## src/rtl/s832_flag_encoder.sv

```systemverilog
`default_nettype none
// ============================================================================
// Module      : s832_flag_encoder
// Description : Collapses the s832 controller's decode flags back into a
//               5-bit code and run-length compresses consecutive identical
//               samples. Completed runs are queued as records in a small
//               first-word-fall-through FIFO that is drained with a
//               valid/ready handshake.
// Revision    : 1.0 - initial release
// ----------------------------------------------------------------------------
// Ports
//   CK        in   1           clock, rising edge
//   RN        in   1           asynchronous active-low reset
//   EN        in   1           sample strobe for FLAGS
//   FLAGS     in   NFLAG       flag vector from the controller
//   FLUSH     in   1           close the open run and push it as a record
//   REC_VALID out  1           FIFO head record is valid
//   REC_READY in   1           consumer accepts the head record
//   REC_CODE  out  5           head record code (1 + lowest set flag index)
//   REC_MULTI out  1           head record had more than one flag set
//   REC_RUN   out  CNTW        head record run length
//   LEVEL     out  log2(D)+1   FIFO occupancy
//   OVF       out  1           sticky: a record was dropped on a full FIFO
//   CLR_OVF   in   1           synchronous clear of OVF
// ============================================================================
module s832_flag_encoder #(
  parameter int NFLAG = 19,
  parameter int DEPTH = 4,
  parameter int CNTW  = 8
) (
  input  logic                       CK,
  input  logic                       RN,
  input  logic                       EN,
  input  logic [NFLAG-1:0]           FLAGS,
  input  logic                       FLUSH,
  output logic                       REC_VALID,
  input  logic                       REC_READY,
  output logic [4:0]                 REC_CODE,
  output logic                       REC_MULTI,
  output logic [CNTW-1:0]            REC_RUN,
  output logic [$clog2(DEPTH):0]     LEVEL,
  output logic                       OVF,
  input  logic                       CLR_OVF
);

  localparam int LW    = $clog2(DEPTH) + 1;
  localparam int AW    = (DEPTH > 1) ? $clog2(DEPTH) : 1;
  localparam int REC_W = 5 + 1 + CNTW;
  localparam logic [CNTW-1:0] RUN_MAX = {CNTW{1'b1}};
  localparam logic [CNTW-1:0] RUN_ONE = CNTW'(1);

  typedef enum logic [0:0] {
    ST_IDLE = 1'b0,
    ST_ACC  = 1'b1
  } state_t;

  // --------------------------------------------------------------------------
  // Flag encoder
  // --------------------------------------------------------------------------
  logic [4:0] w_code;
  logic       w_multi;

  // Scan from the top down so the lowest set bit is the last assignment.
  always_comb begin
    w_code = 5'd0;
    for (int i = NFLAG - 1; i >= 0; i--) begin
      if (FLAGS[i]) begin
        w_code = 5'(i + 1);
      end
    end
  end

  // Clearing the lowest set bit leaves something behind only if 2+ bits set.
  assign w_multi = |(FLAGS & (FLAGS - NFLAG'(1)));

  // --------------------------------------------------------------------------
  // Run accumulator / FSM
  // --------------------------------------------------------------------------
  state_t          state_q, state_d;
  logic [4:0]      acc_code_q, acc_code_d;
  logic            acc_multi_q, acc_multi_d;
  logic [CNTW-1:0] acc_run_q, acc_run_d;

  logic             w_key_match;
  logic             w_run_full;
  logic             w_push;
  logic [REC_W-1:0] w_push_rec;

  assign w_key_match = (w_code == acc_code_q) && (w_multi == acc_multi_q);
  assign w_run_full  = (acc_run_q == RUN_MAX);

  // The open run is closed by a flush, a key change, or counter saturation.
  // A flush takes priority even when the sample would otherwise merge.
  assign w_push     = (state_q == ST_ACC) &&
                      (FLUSH || (EN && (!w_key_match || w_run_full)));
  assign w_push_rec = {acc_code_q, acc_multi_q, acc_run_q};

  always_comb begin
    state_d     = state_q;
    acc_code_d  = acc_code_q;
    acc_multi_d = acc_multi_q;
    acc_run_d   = acc_run_q;
    if (EN) begin
      if ((state_q == ST_ACC) && !w_push) begin
        acc_run_d = acc_run_q + RUN_ONE;
      end else begin
        // Fresh run: either nothing was open or the open run was just pushed.
        acc_code_d  = w_code;
        acc_multi_d = w_multi;
        acc_run_d   = RUN_ONE;
        state_d     = ST_ACC;
      end
    end else if (FLUSH) begin
      state_d = ST_IDLE;
    end
  end

  always_ff @(posedge CK or negedge RN) begin
    if (!RN) begin
      state_q     <= ST_IDLE;
      acc_code_q  <= 5'd0;
      acc_multi_q <= 1'b0;
      acc_run_q   <= '0;
    end else begin
      state_q     <= state_d;
      acc_code_q  <= acc_code_d;
      acc_multi_q <= acc_multi_d;
      acc_run_q   <= acc_run_d;
    end
  end

  // --------------------------------------------------------------------------
  // Record FIFO
  // --------------------------------------------------------------------------
  logic [REC_W-1:0] mem_q [DEPTH];
  logic [AW-1:0]    wr_ptr_q, wr_ptr_d;
  logic [AW-1:0]    rd_ptr_q, rd_ptr_d;
  logic [LW-1:0]    level_q, level_d;
  logic [LW-1:0]    w_remaining;
  logic [REC_W-1:0] head_q, head_d;
  logic             ovf_q, ovf_d;

  logic w_full;
  logic w_pop;
  logic w_wr_en;
  logic w_drop;

  function automatic logic [AW-1:0] ptr_inc(input logic [AW-1:0] p);
    return (p == AW'(DEPTH - 1)) ? '0 : p + AW'(1);
  endfunction

  assign w_full  = (level_q == LW'(DEPTH));
  assign w_pop   = REC_VALID && REC_READY;
  // A full FIFO still accepts a push when the head leaves in the same cycle.
  assign w_wr_en = w_push && (!w_full || w_pop);
  assign w_drop  = w_push && w_full && !w_pop;

  always_comb begin
    wr_ptr_d    = w_wr_en ? ptr_inc(wr_ptr_q) : wr_ptr_q;
    rd_ptr_d    = w_pop   ? ptr_inc(rd_ptr_q) : rd_ptr_q;
    level_d     = level_q + LW'(w_wr_en) - LW'(w_pop);
    w_remaining = level_q - LW'(w_pop);

    // The head register presents the next record one cycle after it lands.
    // If entries remain after the pop, the new head is already in memory
    // (the slot being written can never be that entry). If the FIFO drains
    // to empty while a record arrives, it falls straight through. Otherwise
    // the last head is held.
    head_d = head_q;
    if (w_remaining != '0) begin
      head_d = mem_q[rd_ptr_d];
    end else if (w_wr_en) begin
      head_d = w_push_rec;
    end

    // A drop in the same cycle as a clear leaves the flag set.
    ovf_d = ovf_q;
    if (w_drop) begin
      ovf_d = 1'b1;
    end else if (CLR_OVF) begin
      ovf_d = 1'b0;
    end
  end

  // Storage array is data only; validity is tracked by the pointers/level.
  always_ff @(posedge CK) begin
    if (w_wr_en) begin
      mem_q[wr_ptr_q] <= w_push_rec;
    end
  end

  always_ff @(posedge CK or negedge RN) begin
    if (!RN) begin
      wr_ptr_q <= '0;
      rd_ptr_q <= '0;
      level_q  <= '0;
      head_q   <= '0;
      ovf_q    <= 1'b0;
    end else begin
      wr_ptr_q <= wr_ptr_d;
      rd_ptr_q <= rd_ptr_d;
      level_q  <= level_d;
      head_q   <= head_d;
      ovf_q    <= ovf_d;
    end
  end

  assign REC_VALID = (level_q != '0);
  assign REC_CODE  = head_q[REC_W-1 -: 5];
  assign REC_MULTI = head_q[CNTW];
  assign REC_RUN   = head_q[CNTW-1:0];
  assign LEVEL     = level_q;
  assign OVF       = ovf_q;

endmodule
`default_nettype wire

```

## config.mk

```make
export PLATFORM = sky130hd
export DESIGN_NAME = s832_flag_encoder
export DESIGN_NICKNAME = d
export VERILOG_FILES = /design/src/rtl/s832_flag_encoder.sv
export SDC_FILE = /design/constraint.sdc
export NUM_CORES = 1
export LEC_CHECK = 0
export ABC_CLOCK_PERIOD_IN_PS = 5810
export BUFFER_PORTS_ARGS = -buffer_cell sky130_fd_sc_hd__buf_2
export CAP_MARGIN = 20
export CORE_MARGIN = 2
export CORE_UTILIZATION = 64
export DETAILED_ROUTE_END_ITERATION = 16
export PLACE_DENSITY = 0.85
export SLEW_MARGIN = 20
export SYNTH_ARGS = -nofsm -noshare
export SYNTH_HDL_FRONTEND = slang
export SYNTH_SLANG_ARGS = --single-unit
```

## constraint.sdc

```tcl
create_clock -name CK -period 5.81 [get_ports CK]
set_input_delay 1.162 -clock CK [delete_from_list [all_inputs] [get_ports CK]]
set_output_delay 1.162 -clock CK [all_outputs]
set_load 0.02 [all_outputs]
```

==> results.yml, run 1 <==
route:
  wl_um: 10600
  drtIter0Drc: 309
  drc: 0
  drt-wirelength-per-cell_um: 18.2
  vias: 3644
  dr.pass1.iters: 5
  ant_nets: 0
  via_per_inst: 6.28
floorplan:
  die_h_um: 89.3
  num_io_pins: 44
  core.rowCount: 31
  die_width_um: 89.3
  die-area_sq_um: 7980
  initial_core_util_pct: 65.3
  coreArea_sq_um: 7140
finish:
  finalNetCount: 511
  drive_above_1_share_pct: 16.6
  area_growth_pct: 10.3
  antenna_cells: 0
clock_tree:
  ctsLongestPathBuffers: 2
  ctsHtreeMaxLevel: 3
  clock-sinks: 93
  cts_hold_buf: 0
  cts_buffers: 9
  postCtsSetupRepairBufs: 0
  cts_tree: "done"
  cts_resized: 0
  clk_latency_ns: 0.36
  clock-root-buffer: "clkbuf_8"
  clk_pin_slew_ns: 0.10
sta:
  finClkSkew_ns: 0.0138
  fin_setup_tns_ns: 0
  post-route-period-util_pct: 80.2
  rsz0062_at_grt: "false"
  maxSlewHeadroom_pct: 28.6
  period_needed_ns: 4.66
  fmax_ghz: 0.215
  hold_viol: 0
  tightest_slew_ns: 1.04
  slew_violations: 0
  fin_ws_ns: 1.15
  setup_viol: 0
global_route:
  antenna_found_initial: 0
  overflow: 0
  grt_pass1_vias: 3320
  grt_pass1_wl_um: 16500
  gr-usage-all-layers_pct: 28.0
  grt_max_degree: 38
placement:
  dpl_worst_slack_ns: 0.820
  place.gp.congestion: 0.969
  dpl.hpwl_um: 6830
  io_buffers: 43
yosys:
  syn_nets: 476
  synth_cell_type_count: 59
  avgSynthCellArea_sq_um: 10.6
  synth.ff_latch_count: 93
  synth_flop_cell: "edfxtp_1"
  yosysWarnings: 0
  synth-edff-count: 56
  synth_cells: 441
  async_flop_share_pct: 39.8
  seq_area_frac_synth_pct: 56.0
  synth_area_sq_um: 4660
worst_hold_path:
  hold_path_class: "register to register"
  worstHoldStart: "head_q[9]"
power:
  powerDensity_nw_per_um2: 469
  p_leak_uw: 0.00204
  p_total_uw: 2410
  ir_drop_uv: 223
run:
  drv_cap: 0
worst_setup_path:
  crit_fanout: 17
  crit_type: "input pin to register"
  r2r-start: "acc_run_q[0]"
  startpoint: "FLAGS[5]"
  cp_data_required_time_ns: 6.05
  worstSetupEndpointType: "register"
  critPathLaunchType: "input pin"
  worstPathArrival_ns: 4.90
outcome:
  status: "completed"
-- cell usage in the layout (no fill, tap or decap), types with 3 or more instances in the layout --
| cell type | instances |
|---|---|
| clkbuf_8 | 9 |
| nor3_1 | 8 |
| or2_2 | 4 |
| a31oi_1 | 30 |
| edfxtp_1 | 56 |
| buf_2 | 43 |
| a21oi_1 | 5 |
| o21a_1 | 5 |
| buf_4 | 4 |
| nor4_1 | 6 |
| o21ai_0 | 28 |
| dfrtp_1 | 37 |
| ha_1 | 9 |
| nand4_1 | 4 |
| nor2_1 | 32 |
| inv_1 | 23 |
| nand3_1 | 22 |
| xnor2_1 | 4 |
| or3_1 | 4 |
| a2bb2oi_1 | 3 |
| nand2_1 | 64 |
| and3_1 | 23 |
-- Yosys cell counts (all sizes together), types with 5 or more instances --
cell type	instances	area (sq um)
o21ai	29	145
nor4	7	58.8
buf	10	71.3
a21oi	5	25.0
o21a	5	37.5
ha	9	113
nand2	64	240
nand3	22	110
edfxtp	56	1680
nor3	8	40.0
dfrtp	37	926
nor2	32	120
a31oi	30	188
and3	23	144
inv	23	86.3
clkbuf	13	48.8
-- area by class of cell --
| class | instances | area, sq um |
|---|---|---|
| Fill cell | 521 | 2000 |
| Timing Repair Buffer | 47 | 245 |
| Clock buffer | 9 | 124 |
| Inverter | 23 | 86.3 |
| Sequential cell | 93 | 2610 |
| Clock inverter | 7 | 97.6 |
| Multi-Input combinational cell | 302 | 1860 |
| Tap cell | 99 | 124 |
-- metal layers --
metal  wire length [um]  global-route usage (%)
met1               4430                    36.7
met2               5300                    46.5
met3                633                    5.45
met4                204                    10.2
met5                  0                       0
-- metrics by stage --
stage / instance area [sq um] / utilization, % / instances / hold slack, ns
after global placement: 4920 / 68.9 / 564 / 0.540
after detailed placement: 4920 / 68.9 / 564 / 0.553
after floorplan: 4660 / - / 441 / 0.516
after CTS: 5140 / 72.0 / 580 / 0.565
final: 5140 / 72.0 / 580 / 0.563
after global routing: 5140 / 72.0 / 580 / 0.591
-- cells by family (layout without fill, tap and decap cells) --
logic type	Yosys count	in the layout	share of synthesized area [%]
AND/OR/NAND/NOR	182	182	19.4
XOR/XNOR	6	6	1.13
AO/OA/AOI/OAI	96	96	14.2
buffers and inverters	46	86	4.43
multiplexers	6	6	1.53
flip-flops	93	93	56.0
adder cells (fa/ha/maj)	12	12	3.28
-- state kept, by name (all words and copies together), names as in the netlist --
| name | flops |
|---|---|
| head_q | 14 |
| acc_run_q | 8 |
| LEVEL | 3 |
| state_q | 1 |
| acc_multi_q | 1 |
| OVF | 1 |
| rd_ptr_q | 2 |
| mem_q | 56 |
| acc_code_q | 5 |
| wr_ptr_q | 2 |
-- worst max-delay path, cell delays in order --
cell and delay (ns):
buf_2 0.15, nor4_1 0.70, nand4_1 0.29, a2bb2oi_1 0.23
nor4_4 0.37, nor2_1 0.17, o221a_4 0.34, nor2_1 0.22
inv_1 0.08, ha_1 0.28, inv_1 0.04, ha_1 0.18
fa_1 0.38, xor2_1 0.16, xnor2_1 0.13
-- power breakdown --
group | internal, uW | switching, uW | total, uW
clock | 244 | 229 | 473
sequential | 879 | 83.3 | 962
combinational | 337 | 639 | 976
total | 1460 | 951 | 2410
-- path summary, 6_finish.rpt --
kind	end	slack (ns)	cells past startpoint
worst max-delay path	LEVEL[2]	1.15	15
worst min-delay path	head_q[9]	0.56	2
worst max register to register	LEVEL[2]	2.13	15
worst min register to register	head_q[9]	0.56	2
max in group asynchronous	acc_code_q[3]	4.35	1
min in group asynchronous	acc_run_q[0]	0.91	1
Note: power is estimated with default switching activity, not from simulation.
==> inputs of run 2 (changes only) <==
Settings changed: ABC_AREA from default to 1, ABC_CLOCK_PERIOD_IN_PS 5810 to 4830, CORE_UTILIZATION 64 to 59, PLACE_DENSITY 0.85 to 0.8.
Clock period 5.81 ns to 4.83 ns, I/O delays scaled along.
==> run 2 against run 1 <==
Effect of this change:
- sequential cell count unchanged
- design area decreased by 2.6%
- via count decreased by 5.9%
- sequential share of layout area increased by 1.3 points
- worst setup slack got worse by 0.29 ns
- count of clock-buffer cells in the layout unchanged
- critical endpoint unchanged
- largest power group unchanged
==> results.yml, run 2 <==
outcome:
  status: "completed"
power:
  sw_frac_of_total_pct: 41.8
  p_switching_uw: 1200
  p_leak_uw: 0.00224
  ir_drop_uv: 494
  p_int_uw: 1670
  p_total_uw: 2860
  clkPwrFrac_pct: 17.5
  p_comb_share_pct: 42.5
  powerDensity_nw_per_um2: 572
  p_seq_share_pct: 40.0
floorplan:
  die_width_um: 91.3
  core.rowCount: 31
  die_h_um: 91.3
  coreArea_sq_um: 7330
  num_io_pins: 44
  die-area_sq_um: 8340
  initial_core_util_pct: 61.4
worst_setup_path:
  worstSetupEndpointType: "register"
  r2r_end: "LEVEL[2]"
  reg2reg_depth: 16
  crit_type: "input pin to register"
  rrSetupSlack_ns: 1.51
  worstPathArrival_ns: 4.21
  cp_data_required_time_ns: 5.07
  r2r-start: "acc_run_q[0]"
  crit_fanout: 24
  critPathLaunchType: "input pin"
route:
  ant_nets: 0
  dr.pass1.iters: 5
  drtIter0Drc: 279
  wl_um: 9380
  vias: 3429
  drc: 0
  via_per_inst: 5.44
  drt-wirelength-per-cell_um: 14.9
clock_tree:
  clock-root-buffer: "clkbuf_8"
  postCtsSetupRepairBufs: 0
  clk_latency_ns: 0.36
  cts_tree: "done"
  clock-sinks: 93
  cts_resized: 0
  ctsLongestPathBuffers: 2
  cts_hold_buf: 0
  cts_buffers: 9
  clk_pin_slew_ns: 0.08
  ctsHtreeMaxLevel: 3
global_route:
  antenna_found_initial: 0
  gr-usage-all-layers_pct: 24.7
  grt_pass1_wl_um: 15900
  grt_pass1_vias: 3228
  grt_max_degree: 38
  overflow: 0
yosys:
  synth_compound_area_share_pct: 10.4
  synth-edff-count: 56
  synth_xor_area_share_pct: 1.75
  synth_top_cell_by_area: "edfxtp_1"
  synth_top_area_share_pct: 37.4
  ys_top_cells_by_area: "edfxtp_1, dfrtp_1, nand2_1"
  avgSynthCellArea_sq_um: 9.40
  synth_area_sq_um: 4500
  synthMuxAreaShare_pct: 0
  async_flop_share_pct: 39.8
  synth_flop_cell: "edfxtp_1"
  synth.ff_latch_count: 93
  syn_nets: 514
  synth_most_common_cell: "nand2_1"
  synth_cells: 479
  synth_top_family_by_area: "simple AND/OR/NAND/NOR gates"
  ys_top_cells_by_count: "nand2_1, edfxtp_1, inv_1, o21ai_0, nor2_1"
  seq_area_frac_synth_pct: 57.9
  yosysWarnings: 0
  synth_fa_ha_area_share_pct: 2.95
  synthSimpleGateAreaFrac_pct: 20.5
  synth_cell_type_count: 34
placement:
  dpl.hpwl_um: 6730
  io_buffers: 43
  place.gp.congestion: 0.887
sta:
  slew_violations: 0
  hold_viol: 0
  fmax_ghz: 0.252
  setup_viol: 0
  rsz0062_at_grt: "false"
  fin_setup_tns_ns: 0
  maxSlewHeadroom_pct: 42.6
  period_needed_ns: 3.97
  tightest_slew_ns: 0.862
  finClkSkew_ns: 0.0117
  post-route-period-util_pct: 82.2
finish:
  drive_above_1_share_pct: 16.0
  area_growth_pct: 11.3
  finalNetCount: 561
  nFillCells: 559
  final_common_cell: "nand2_1"
  final_cell_mix: "nand2_1, edfxtp_1, inv_1, o21ai_0, nor2_1"
  largest_reg_flops: 56
  largest-register: "mem_q"
  antenna_cells: 0
  top_regs: "mem_q: 56 flops, head_q: 14 flops, acc_run_q: 8 flops"
worst_hold_path:
  hold_path_depth: 2
  hold_path_class: "register to register"
  worstHoldEndpoint: "head_q[4]"
  worstHoldStart: "head_q[4]"
run:
  drv_cap: 0
run 2: changes by cell type in the layout (fill, tap and decap cells not counted), moves of 5 or more:
cell,before,now
and3_1,23,0
o21a_1,5,0
nand2_1,64,111
o21ai_0,28,53
o22ai_1,1,16
inv_1,23,53
a31oi_1,30,0
nor2_1,32,51
xor2_1,2,8
run 2: how the worst max path moves through the flow:
stage,from,endpoint,slack [ns],cells after the start
floorplan,FLAGS[4],LEVEL[2],1.04,21
global placement,FLAGS[6],LEVEL[2],0.59,21
detailed placement,FLAGS[6],LEVEL[2],0.50,21
CTS,FLAGS[6],LEVEL[2],0.86,21
global route,FLAGS[6],LEVEL[2],0.51,21
finish,FLAGS[6],LEVEL[2],0.86,21
run 2: power groups by stage:
stage	Clock [uW]	Sequential, uW	Combinational (uW)
after floorplan	0	1240	736
after global placement	0	1150	1170
after detailed placement	0	1160	1210
after CTS	505	1140	1220
after global routing	539	1170	1380
final	503	1150	1220
run 2: stage by stage:
step	area [sq um]	hold slack, ns	util [%]	setup WS [ns]	std cells
5_1_grt	5010	0.538	68.3	0.513	630
4_1_cts	5010	0.515	68.3	0.859	630
3_5_place_dp	4820	0.488	65.7	0.497	614
3_3_place_gp	4820	0.492	65.7	0.589	614
6_report	5010	0.513	68.3	0.862	630
2_1_floorplan	4500	0.476	-	1.04	479
run 2: critical path, cell delays in order:
cell	delay [ns]
buf_2	0.11
nor2_1	0.18
nand2_2	0.13
nor2_8	0.14
nand2_1	0.08
o21ai_1	0.17
nand3_1	0.10
nor4_1	0.19
nand3_1	0.17
nor2_1	0.11
nor2_1	0.06
nand3_2	0.14
nand2_2	0.07
nand2_2	0.09
nand3_4	0.23
ha_1	0.37
inv_1	0.04
ha_1	0.18
fa_1	0.38
xnor2_1	0.14
xor2_1	0.14
run 2: cell families (layout without fill, tap and decap cells):
kind of cell / count (synthesis) / after routing
AO/OA/AOI/OAI: 85 / 85
XOR/XNOR: 9 / 9
adder cells (fa/ha/maj): 10 / 10
buffers and inverters: 71 / 123
flip-flops: 93 / 93
AND/OR/NAND/NOR: 211 / 211
run 2: cell type report:
cell class / count / area, sq um / share of cell area, %
flip-flops and latches: 93 / 2610 / 52.0
multi-input cells: 315 / 1600 / 32.0
repair buffers: 51 / 275 / 5.49
inverters: 56 / 210 / 4.20
clock buffers: 9 / 124 / 2.47
well taps: 99 / 124 / 2.47
clock inverters: 7 / 66.3 / 1.32
run 2: routing by layer:
| layer | wire, um | up-vias | track usage, % |
|---|---|---|---|
| met2 | 4280 | 140 | 36.6 |
| met3 | 525 | 16 | 3.98 |
| met1 | 4420 | 1595 | 37.2 |
| met5 | 0 | - | 0 |
| li1 | - | 1678 | - |
| met4 | 148 | 0 | 8.71 |
==> inputs of run 3 (changes only) <==
Settings changed: ABC_CLOCK_PERIOD_IN_PS 4830 to 3450, CORE_UTILIZATION 59 to 53, PLACE_DENSITY 0.8 to 0.76.
Clock period 4.83 ns to 3.45 ns, I/O delays scaled along.
==> run 3 against run 2 <==
Effect of this change:
- sequential share of layout area fell by 4.3 points
- global-route usage fell by 1.6 points
- highest routed layer unchanged
- count of clock-buffer cells in the layout grew 1
- design area up 9.0%
- largest power group unchanged
- critical endpoint unchanged
==> results.yml, run 3 (synthesized netlist as in run 2, its figures left out) <==
floorplan:
  die_h_um: 96.2
  initial_core_util_pct: 54.8
  core.rowCount: 33
  num_io_pins: 44
  coreArea_sq_um: 8220
  die_width_um: 96.2
  die-area_sq_um: 9240
placement:
  place_area_sq_um: 5040
  place.gp.congestion: 0.883
  dp.cells: 640
  io_buffers: 43
  dpl_worst_slack_ns: -0.232
  dpl.hpwl_um: 6780
sta:
  hold_viol: 0
  rsz0062_at_grt: "true"
  maxSlewHeadroom_pct: 32.4
  tightest_slew_ns: 1.00
  post-route-period-util_pct: 96.3
  finClkSkew_ns: 0.0134
  fin_ws_ns: 0.129
  slew_violations: 0
  fmax_ghz: 0.301
  hold_ws_ns: 0.415
  period_needed_ns: 3.32
  setup_viol: 0
route:
  vias: 3593
  wl_um: 10000
  drc: 0
  dr.pass1.iters: 5
  via_per_inst: 5.44
  drtIter0Drc: 231
  drt-wirelength-per-cell_um: 15.2
  ant_nets: 0
clock_tree:
  ctsLongestPathBuffers: 2
  cts_buffers: 9
  cts_hold_buf: 0
  clock-root-buffer: "clkbuf_8"
  clock-sinks: 93
  clk_latency_ns: 0.36
  clk_pin_slew_ns: 0.10
  ctsHtreeMaxLevel: 3
  cts_tree: "done"
worst_setup_path:
  worstPathArrival_ns: 3.57
  cpMaxStageDelayCell: "fa_2"
  critPathBufInv: 2
  cpMostUsedCell: "nand3_2"
  max_stage_delay_ns: 0.37
  worstSetupEndpointType: "register"
  crit_chain: "buf_8, nor2_4, nand2_4, nor2_8, nand2_4, o21ai_2, nand3_2, nor4_4, nand3_2, nor2_2, nor2_2, nand3_2, nand2_2, nand2_2, nand3_4, ha_4, inv_2, ha_4, fa_2, xnor2_2, xor2_1"
  cp_top_family: "simple AND/OR/NAND/NOR gates"
  critPathLaunchType: "input pin"
  crit_fanout: 4
  cp_data_required_time_ns: 3.70
  crit_type: "input pin to register"
global_route:
  grt_max_degree: 38
  antenna_found_initial: 0
  gr-usage-all-layers_pct: 23.0
  grt_pass1_wl_um: 15900
  overflow: 0
  grt_pass1_vias: 3294
finish:
  top_regs: "mem_q: 56 flops, head_q: 14 flops, acc_run_q: 8 flops"
  final_cells: 661
  drive_above_1_share_pct: 25.7
  area_growth_pct: 21.4
  largest_reg_flops: 56
  final_cell_mix: "nand2_1, edfxtp_1, o21ai_0"
  antenna_cells: 0
  nFillCells: 624
  finalNetCount: 586
  final_common_cell: "nand2_1"
  largest-register: "mem_q"
  final_area_sq_um: 5460
worst_hold_path:
  hold_path_class: "input pin to asynchronous set/reset pin"
power:
  ir_drop_uv: 602
  p_total_uw: 4210
  p_leak_uw: 0.00243
  powerDensity_nw_per_um2: 770
outcome:
  status: "completed"
run:
  drv_cap: 0
==> run 3: cell count changes in the layout (fill, tap and decap cells not counted), moves of 4 or more <==
cell	change
nand3_1	-5
nand2_2	+4
nor2_1	-6
buf_4	+20
inv_1	-4
nand3_2	+4
buf_12	+4
nand2_1	-6
==> run 3: through the flow <==
step                      setup TNS (ns)  util (%)
after floorplan                  -0.0299         -
after global placement            -0.125      61.4
after detailed placement          -0.274      61.4
after CTS                              0      63.9
after global routing             -0.0456      66.5
final                                  0      66.5
==> run 3: cell type report <==
class / instances / area, sq um / area share [%]
multi-input combinational: 315 / 1760 / 32.3
timing repair buffer: 76 / 533 / 9.76
clock buffer: 10 / 138 / 2.52
sequential: 93 / 2610 / 47.7
tap: 105 / 131 / 2.40
inverter: 56 / 214 / 3.92
clock inverter: 6 / 75.1 / 1.37
==> run 3: repair_timing <==
action	CTS	global route
gates resized for setup	0	43
setup endpoints to repair	0	2
buffers inserted	0	5
==> run 3: final timing paths <==
kind | startpoint | to | slack (ns) | depth (start not counted)
worst max-delay path | FLAGS[1] | LEVEL[2] | 0.13 | 21
worst max register to register | acc_run_q[1] | LEVEL[2] | 0.40 | 16
min in group CK | CLR_OVF | OVF | 0.51 | 2
worst min-delay path | RN | acc_code_q[4] | 0.42 | 1
max in group asynchronous | RN | acc_run_q[4] | 2.48 | 1
worst min register to register | head_q[4] | head_q[4] | 0.52 | 2
==> run 3: routing by layer <==
| metal | up-vias | wire, um | global-route usage, % |
|---|---|---|---|
| met4 | 0 | 193 | 10.0 |
| met2 | 127 | 4690 | 34.3 |
| met3 | 21 | 566 | 3.76 |
| met1 | 1706 | 4570 | 33.5 |
| met5 | - | 0 | 0 |
| li1 | 1739 | - | - |
==> run 3: power by group <==
part           total, uW  leakage, uW  switching, uW  internal, uW
Clock                762     0.000106            394           367
Sequential          1600     0.000968            132          1470
Combinational       1840      0.00135           1240           604
Total               4210      0.00243           1770          2440
